==> src/rtl/rf_sb_pkg.sv <==
// Shared definitions for the register file / scoreboard slice: default sizes,
// address-width helper and the hardwired zero register index.
package rf_pkg;

  localparam int XLEN_DEF   = 32;
  localparam int DEPTH_DEF  = 32;
  localparam int NUM_RD_DEF = 2;
  localparam int ZERO_REG   = 0;

  // A single-entry file still needs one address bit to form a legal port
  function automatic int addr_width(input int depth);
    return (depth > 1) ? $clog2(depth) : 1;
  endfunction

endpackage

==> src/rtl/rf_sb_if.sv <==
// Decode/writeback-facing bundle of the register file: read ports, writeback,
// issue and flush. The master drives requests, the register file is the slave.
interface rf_sb_if
  import rf_pkg::*;
#(
  parameter int XLEN   = XLEN_DEF,
  parameter int DEPTH  = DEPTH_DEF,
  parameter int NUM_RD = NUM_RD_DEF
);

  localparam int AW = addr_width(DEPTH);

  logic [NUM_RD*AW-1:0]   i_raddr;
  logic [NUM_RD*XLEN-1:0] o_rdata;
  logic [NUM_RD-1:0]      o_rbusy;
  logic                   o_hazard;
  logic                   i_wen;
  logic [AW-1:0]          i_waddr;
  logic [XLEN-1:0]        i_wdata;
  logic                   i_iss_valid;
  logic [AW-1:0]          i_iss_rd;
  logic                   i_flush;

  modport master (
    output i_raddr, i_wen, i_waddr, i_wdata, i_iss_valid, i_iss_rd, i_flush,
    input  o_rdata, o_rbusy, o_hazard
  );

  modport slave (
    input  i_raddr, i_wen, i_waddr, i_wdata, i_iss_valid, i_iss_rd, i_flush,
    output o_rdata, o_rbusy, o_hazard
  );

endinterface

==> src/rtl/rf_sb_scoreboard.sv <==
// Write-pending scoreboard: one busy bit per register, set on issue, cleared on
// writeback, wiped by flush. Register 0 never becomes busy.
module rf_scoreboard
  import rf_pkg::*;
#(
  parameter int DEPTH = DEPTH_DEF,
  parameter int AW    = addr_width(DEPTH)
) (
  input  logic             i_clk,
  input  logic             i_rst_n,
  input  logic             i_iss_valid,
  input  logic [AW-1:0]    i_iss_rd,
  input  logic             i_wen,
  input  logic [AW-1:0]    i_waddr,
  input  logic             i_flush,
  output logic [DEPTH-1:0] o_busy
);

  logic [DEPTH-1:0] busy_nxt;

  // Clear is applied before set so a same-cycle issue to the written register
  // keeps it busy: the newly issued producer is still outstanding.
  always_comb begin
    busy_nxt = o_busy;
    if (i_flush) begin
      busy_nxt = '0;
    end else begin
      if (i_wen && (i_waddr != AW'(ZERO_REG)))
        busy_nxt[i_waddr] = 1'b0;
      if (i_iss_valid && (i_iss_rd != AW'(ZERO_REG)))
        busy_nxt[i_iss_rd] = 1'b1;
    end
  end

  always_ff @(posedge i_clk or negedge i_rst_n) begin
    if (!i_rst_n)
      o_busy <= '0;
    else
      o_busy <= busy_nxt;
  end

endmodule

==> src/rtl/rf_sb.sv <==
// Register file with NUM_RD combinational read ports, one write port, optional
// writeback bypass and per-register pending-write flags for decode hazards.
module rf_sb
  import rf_pkg::*;
#(
  parameter int XLEN      = XLEN_DEF,
  parameter int DEPTH     = DEPTH_DEF,
  parameter int NUM_RD    = NUM_RD_DEF,
  parameter int BYPASS_EN = 0
) (
  input  logic  i_clk,
  input  logic  i_rst_n,
  rf_sb_if.slave bus
);

  localparam int AW = addr_width(DEPTH);

  logic [XLEN-1:0]  regs [DEPTH];
  logic [DEPTH-1:0] busy;

  wire [NUM_RD*XLEN-1:0] rdata_flat;
  wire [NUM_RD-1:0]      rbusy_flat;

  rf_scoreboard #(
    .DEPTH (DEPTH),
    .AW    (AW)
  ) u_scoreboard (
    .i_clk       (i_clk),
    .i_rst_n     (i_rst_n),
    .i_iss_valid (bus.i_iss_valid),
    .i_iss_rd    (bus.i_iss_rd),
    .i_wen       (bus.i_wen),
    .i_waddr     (bus.i_waddr),
    .i_flush     (bus.i_flush),
    .o_busy      (busy)
  );

  // Entry 0 is reset and never written, so it stays zero as a backstop
  always_ff @(posedge i_clk or negedge i_rst_n) begin
    if (!i_rst_n) begin
      for (int i = 0; i < DEPTH; i++)
        regs[i] <= '0;
    end else if (bus.i_wen && (bus.i_waddr != AW'(ZERO_REG))) begin
      regs[bus.i_waddr] <= bus.i_wdata;
    end
  end

  for (genvar k = 0; k < NUM_RD; k++) begin : g_rd
    logic [AW-1:0] addr;
    logic          is_zero;
    logic          wb_hit;

    assign addr    = bus.i_raddr[k*AW +: AW];
    assign is_zero = (addr == AW'(ZERO_REG));
    // A same-cycle writeback both forwards its data and retires the hazard
    assign wb_hit  = (BYPASS_EN != 0) && bus.i_wen && (bus.i_waddr == addr);

    assign rdata_flat[k*XLEN +: XLEN] = is_zero ? '0 :
                                        wb_hit  ? bus.i_wdata : regs[addr];
    assign rbusy_flat[k] = !is_zero && busy[addr] && !wb_hit;
  end

  assign bus.o_rdata  = rdata_flat;
  assign bus.o_rbusy  = rbusy_flat;
  assign bus.o_hazard = |rbusy_flat;

endmodule

==> src/flat_wrapper.sv <==
// flat-port wrapper written by rule: the top's interface ports become plain ports
module rf_sb_flat import rf_pkg::*;
#(
  parameter int XLEN      = XLEN_DEF,
  parameter int DEPTH     = DEPTH_DEF,
  parameter int NUM_RD    = NUM_RD_DEF,
  parameter int BYPASS_EN = 0
)
  (i_clk, i_rst_n, bus_i_raddr, bus_i_wen, bus_i_waddr, bus_i_wdata, bus_i_iss_valid, bus_i_iss_rd, bus_i_flush, bus_o_rdata, bus_o_rbusy, bus_o_hazard);
  rf_sb_if #(.XLEN(XLEN), .DEPTH(DEPTH), .NUM_RD(NUM_RD)) bus_i ();
  input  logic i_clk;
  input  logic i_rst_n;
  input wire logic [$bits(bus_i.i_raddr)-1:0] bus_i_raddr;
  input wire logic [$bits(bus_i.i_wen)-1:0] bus_i_wen;
  input wire logic [$bits(bus_i.i_waddr)-1:0] bus_i_waddr;
  input wire logic [$bits(bus_i.i_wdata)-1:0] bus_i_wdata;
  input wire logic [$bits(bus_i.i_iss_valid)-1:0] bus_i_iss_valid;
  input wire logic [$bits(bus_i.i_iss_rd)-1:0] bus_i_iss_rd;
  input wire logic [$bits(bus_i.i_flush)-1:0] bus_i_flush;
  output wire logic [$bits(bus_i.o_rdata)-1:0] bus_o_rdata;
  output wire logic [$bits(bus_i.o_rbusy)-1:0] bus_o_rbusy;
  output wire logic [$bits(bus_i.o_hazard)-1:0] bus_o_hazard;
  assign bus_i.i_raddr = bus_i_raddr;
  assign bus_i.i_wen = bus_i_wen;
  assign bus_i.i_waddr = bus_i_waddr;
  assign bus_i.i_wdata = bus_i_wdata;
  assign bus_i.i_iss_valid = bus_i_iss_valid;
  assign bus_i.i_iss_rd = bus_i_iss_rd;
  assign bus_i.i_flush = bus_i_flush;
  assign bus_o_rdata = bus_i.o_rdata;
  assign bus_o_rbusy = bus_i.o_rbusy;
  assign bus_o_hazard = bus_i.o_hazard;
  rf_sb #(.XLEN(XLEN), .DEPTH(DEPTH), .NUM_RD(NUM_RD), .BYPASS_EN(BYPASS_EN)) u_core (.i_clk(i_clk), .i_rst_n(i_rst_n), .bus(bus_i));
endmodule
==> config.mk <==
export PLATFORM = sky130hd
export DESIGN_NAME = rf_sb_flat
export DESIGN_NICKNAME = d
export VERILOG_FILES = /design/src/rtl/rf_sb_pkg.sv /design/src/rtl/rf_sb_if.sv /design/src/rtl/rf_sb_scoreboard.sv /design/src/rtl/rf_sb.sv /design/src/flat_wrapper.sv
export SDC_FILE = /design/constraint.sdc
export NUM_CORES = 2
export LEC_CHECK = 0
export ABC_AREA = 0
export CORE_ASPECT_RATIO = 1.4
export CORE_UTILIZATION = 45
export DETAILED_ROUTE_END_ITERATION = 7
export GPL_TIMING_DRIVEN = 0
export SETUP_SLACK_MARGIN = 0.1
export SKIP_LAST_GASP = 1
export SLEW_MARGIN = 5
export SYNTH_ARGS = -nofsm -noshare
export SYNTH_HDL_FRONTEND = slang
export SYNTH_SLANG_ARGS = --single-unit
==> constraint.sdc <==
create_clock -name i_clk -period 3.8 [get_ports i_clk]
set_input_delay 0.76 -clock i_clk [delete_from_list [all_inputs] [get_ports i_clk]]
set_output_delay 0.76 -clock i_clk [all_outputs]
set_load 0.02 [all_outputs]
# [Word-level counts from Yosys, hierarchy flattened]
# Cells that the tools add are included.
[word_totals] reg_bits=1056 latchBits=0 mem_bits_rw=0 rom_bits=0 in_bits=57 output_inout_bits=67 elab_cells=86 n_memories=0
[op_classes] n_addsub=0 n_mul=0 div=0 magnitude_cmp=10 n_eq_ne=0 shift=0 n_mux=23 bitwise=6 reduce_logical=14
[op_table] cell="1024-bit bitwise mux" count=1
[op_table] cell="32-bit 2-to-1 mux" count=11
[op_table] cell="32-bit binary-select mux with 5-bit select" count=2
[op_table] cell="32-bit demux with 5-bit select" count=1
[op_table] cell="32-bit AND" count=1
[op_table] cell="32-bit NOT" count=1
[op_table] cell="32-bit bitwise OR" count=1
[op_table] cell="5-bit by 6-bit < comparator with 1-bit output, second input constant" count=4
[op_table] cell="6-bit greater-or-equal comparator, second input constant" count=3
[op_table] cell="5-bit NOT with 6-bit output" count=3
[op_table] cell="1-bit binary-select mux with 5-bit select" count=2
[op_table] cell="1-bit demux with 5-bit select" count=2
[op_table] cell="5-bit by 1-bit greater-or-equal comparator with 1-bit output, second input constant" count=2
[op_table] cell="5-bit logical NOT" count=2
[op_table] cell="5-bit nonzero test" count=2
[op_table] cell="1-bit logical AND" count=7
[op_table] cell="6-bit by 1-bit < comparator with 1-bit output, second input constant" count=1
[op_table] cell="1-bit 2-to-1 mux" count=4
[op_table] cell="1-bit logical NOT" count=2
[op_table] cell="2-bit OR reduction" count=1

# [Logic depth before layout (Yosys ltp)]
[logic_depth] ltp_word=11 depth_mapped=8 ltp_nobuf=4

# [Cells and area by module]
# Synthesis repeated with hierarchy kept, for this count alone.
[hier_totals] hier_cells=3561 hier_area_um2=56354.0
[by_module_without_submodules] mod="rf_sb" instances=1 cells_per_inst=3396 area_each_um2=54773.8 seq_area_each_um2=25624.6
[by_module_without_submodules] mod="rf_scoreboard" instances=1 cells_per_inst=165 area_each_um2=1580.3 seq_area_each_um2=800.8

# [Least setup slack after synthesis]
# No wires, ideal clock.
[synth_timing] kind="input to output" startpoint="in bus_i_raddr[1]" endpoint="out bus_o_rdata[16]" t_arrival_ps=2632 required_ps=3040 path_slack_ps=408 path_stages=7 path_buffers=3 path_cell_list="buf_2 -> clkbuf_1 -> buf_1 -> mux4_2 -> mux4_2 -> nand2_1 -> o21ai_0"
[synth_between] elab_chain_cells=5 word_cells_on_any_way=6 classes_between="mux: 4; bitwise: 1; reduce/logical: 1"
[synth_rtl] element="start: declaration" line="flat_wrapper.sv:13" text="input wire logic [$bits(bus_i.i_raddr)-1:0] bus_i_raddr;"
[synth_rtl] element="5-bit NOT with 6-bit output (not written as such)" line="rf_sb.sv:59" text="wb_hit ? bus.i_wdata : regs[addr];"
[synth_rtl] element="32-bit binary-select mux with 5-bit select" line="rf_sb.sv:59"
[synth_rtl] element="32-bit 2-to-1 mux (not written as such) (2 in series)" line="rf_sb.sv:59"
[synth_rtl] element="32-bit 2-to-1 mux *" line="rf_sb.sv:58" text="assign rdata_flat[k*XLEN +: XLEN] = is_zero ? '0 :"
[synth_rtl] element="end: declaration" line="flat_wrapper.sv:20" text="output wire logic [$bits(bus_i.o_rdata)-1:0] bus_o_rdata;"
# Every way passes the cells marked *; elsewhere a longest branch is shown, timed or not. The select of a mux whose other input is x is not followed.

# [Final worst setup path]
[layout_timing] startpoint="in bus_i_raddr[5]" endpoint="out bus_o_rdata[42]"
# The elaborated chain is that of the path after synthesis.

==> results.md <==
- YS warnings: 0
- Number of synthesized register bits: 1056
- Io pins: 124
- Clk_lat worst skew: 0.76 ns
- Ys async rst share: 100%
- Skew final: 0 ns
- Wire per inst: 36.6 um
- Count leader, synth: dfrtp_1
- Root Buffer: clkbuf_16
- CP endpoint kind: output pin
- Final Max Slew Viols: 0
- Overall Power: 34000 uW
- Syn-to-layout area delta: 16.9%
- 1st-pass router iterations: 5
- Overflow after GRT: 0
- Required @ worst endpoint: 3.04 ns
- Power Density: 521 nW/um^2
- Switching Fraction: 28.0%
- Worst hold path startpoint: u_core.regs[994]
- Mapped Avg Cell Area: 15.7 um^2
- CP arrival: 2.99 ns
- WL final: 203 mm
- Vias in the first global route: 37957
- Detailed placement HPWL: 138 mm
- CTS clk-pin slew, worst paths: 0.06 ns
- Seq/Total Area, Yosys: 47.4%
- Post-synth top area cell: dfrtp_1
- Cells after Synth: 3548
- First-pass GRT wire length: 287 mm
- Final setup violation count: 0
- Library cells used by synthesis: 40
- Final Wtd Congestion: 0.923
- FP Rows: 152
- Seq pwr share: 43.5%
- Residual DRC: 0
- Clock power frac: 33.8%
- Nets: 3891
- Maximum vdd drop: 0.395 mV
- Starting Density: 45.5%
- CP max FO: 7
- RSZ-0062 raised after global routing: true
- Reg2reg start: u_core.regs[991]
- Max Cap Viol: 0
- Critical Path Source Type: input port
- Synth top cells by count: dfrtp_1 (1056), mux2_2 (928), mux4_2 (655)
- P_sw: 9540 uW
- Int Pwr: 24500 uW
- Number of CTS-inserted buffers: 110
- Fraction of layout cells with a size suffix above 1: 53.2%
- Sink Count: 1056
- Die Ht: 419 um
- Area contributors post-synth: dfrtp_1 (47%), mux4_2 (26%), mux2_2 (19%), clkbuf_1 (1.9%), nand2_1 (1.7%)
- Status: complete, no violations
- Leakage power: 0.0280 uW
- Final ANT Viol Nets: 0
- Period minus WS final: 3.75 ns
- Largest net degree at the start of global routing: 165
- Final Hold Violating Endpoints: 0
- Utilization after layout: 53.2%
- Via density per instance: 6.54
- Die ar.: 125000 um^2
- Initial antenna violation count: 6
- Mapped Nets: 3605
- Fin crit share: 98.8%
- Max Freq: 266 MHz
- Port Buffers: 110
- Vias: 36248
- GRT Overall Usage: 33.0%
- Crit. Startpoint: bus_i_raddr[5]
- Drt initial violations: 3596
- CTS Buffer Depth: 3
- WS Path Type: input port to output pin
- Share of the synthesized area in the top cell type: 47.4%
- H-tree levels: 3
- Gate power share: 22.7%
- Tightest Hold Check Type: register to register
- EDFF count, synth: 0
- Post-Syn Area: 55800 um^2
- Die X: 300 um
- Main synth FF type: dfrtp_1
- Slew Limit Headroom: 1.86%
- Slew @ Worst Pin: 1.47 ns
- CTS tree: built
- Core footprint: 123000 um^2
==> worst paths after layout <==
kind / depth (start not counted) / slack, ns / to
max in group asynchronous: 4 / 1.39 / u_core.regs[778]
worst max register to register: 1 / 2.99 / u_core.regs[991]
worst max-delay path: 9 / 0.05 / bus_o_rdata[42]
worst min-delay path: 1 / 0.48 / u_core.regs[994]
min in group asynchronous: 2 / 0.59 / u_core.regs[860]
worst min register to register: 1 / 0.48 / u_core.regs[994]
==> layout make-up <==
class                   instances  area, um^2
repair buffers                174        1860
multi-input cells            2045       27600
inverters                      37         139
diodes                          2        5.00
plain buffers                 410        3390
clock inverters                49         576
fillers                     10101       57500
clock buffers                 156        3190
well taps                    1617        2020
flip-flops and latches       1056       26400
==> routing by layer <==
metal	global-route usage (%)	vias up	part of all wire [%]
met5	0	-	0.020
met4	21.4	6	7.0
met3	6.57	587	7.6
met2	53.1	1710	49
met1	40.7	19727	37
li1	-	14218	-
==> cell families (layout without fill, tap and decap cells) <==
group / after synthesis / after routing / share of synthesized area, %
other: 0 / 2 / 0
multiplexers: 1590 / 1590 / 45.3
AND/OR/NAND/NOR: 340 / 340 / 2.51
AO/OA/AOI/OAI: 115 / 115 / 1.38
buffers and inverters: 447 / 826 / 3.41
flip-flops: 1056 / 1056 / 47.4
==> critical path: stages <==
cell,delay [ns]
buf_12,0.15
buf_16,0.20
buf_12,0.13
buf_16,0.14
buf_12,0.13
mux4_2,0.54
mux4_2,0.49
a22o_4,0.26
buf_2,0.16
==> metrics by stage <==
stage	instance area (um^2)	setup TNS, ns	std cells	hold slack [ns]	setup WS, ns
after floorplan	55800	0	3548	0.441	0.408
after global placement	58900	-	5275	0.452	-47.84
after detailed placement	59100	-162.00	5284	0.465	-1.95
after CTS	65000	-0.204	5521	0.482	-0.0495
after global routing	65200	0	5544	0.495	0.0503
final	65200	0	5546	0.479	0.0474
==> timing repair <==
action,4_1_cts,5_1_grt
hold buffers,1,0
endpoints found under the hold margin,79,0
pin swaps,1,2
buffers inserted,23,18
gates cloned,8,3
gates resized for setup,697,101
endpoints found under the setup margin,67,58
==> power by group through the flow <==
stage	clock, uW	combinational (uW)	sequential [uW]
after detailed placement	0	7500	14900
after floorplan	0	5300	14400
after CTS	11600	7730	14700
after global placement	0	7310	14900
final	11500	7720	14800
after global routing	12000	8110	15000
==> placed cells by master, fill, tap and decap left out, drive strengths merged, types with 4 or more instances in the layout <==
| master | n |
|---|---|
| o21ai | 45 |
| buf | 235 |
| mux2i | 4 |
| inv | 40 |
| nor2b | 6 |
| clkdlybuf4s15 | 10 |
| a22o | 32 |
| dfrtp | 1056 |
| bufinv | 12 |
| a21oi | 13 |
| nand2 | 255 |
| mux4 | 655 |
| nor2 | 45 |
| a22oi | 17 |
| clkinv | 34 |
| nand2b | 8 |
| and2 | 6 |
| mux2 | 931 |
| clkdlybuf4s50 | 41 |
| clkbuf | 450 |
==> sequential cells by signal, indices dropped and copies added (netlist names) <==
register and flops:
u_core.regs 1024, u_core.u_scoreboard.o_busy 32
No activity file was read; power rests on OpenSTA's default activity.
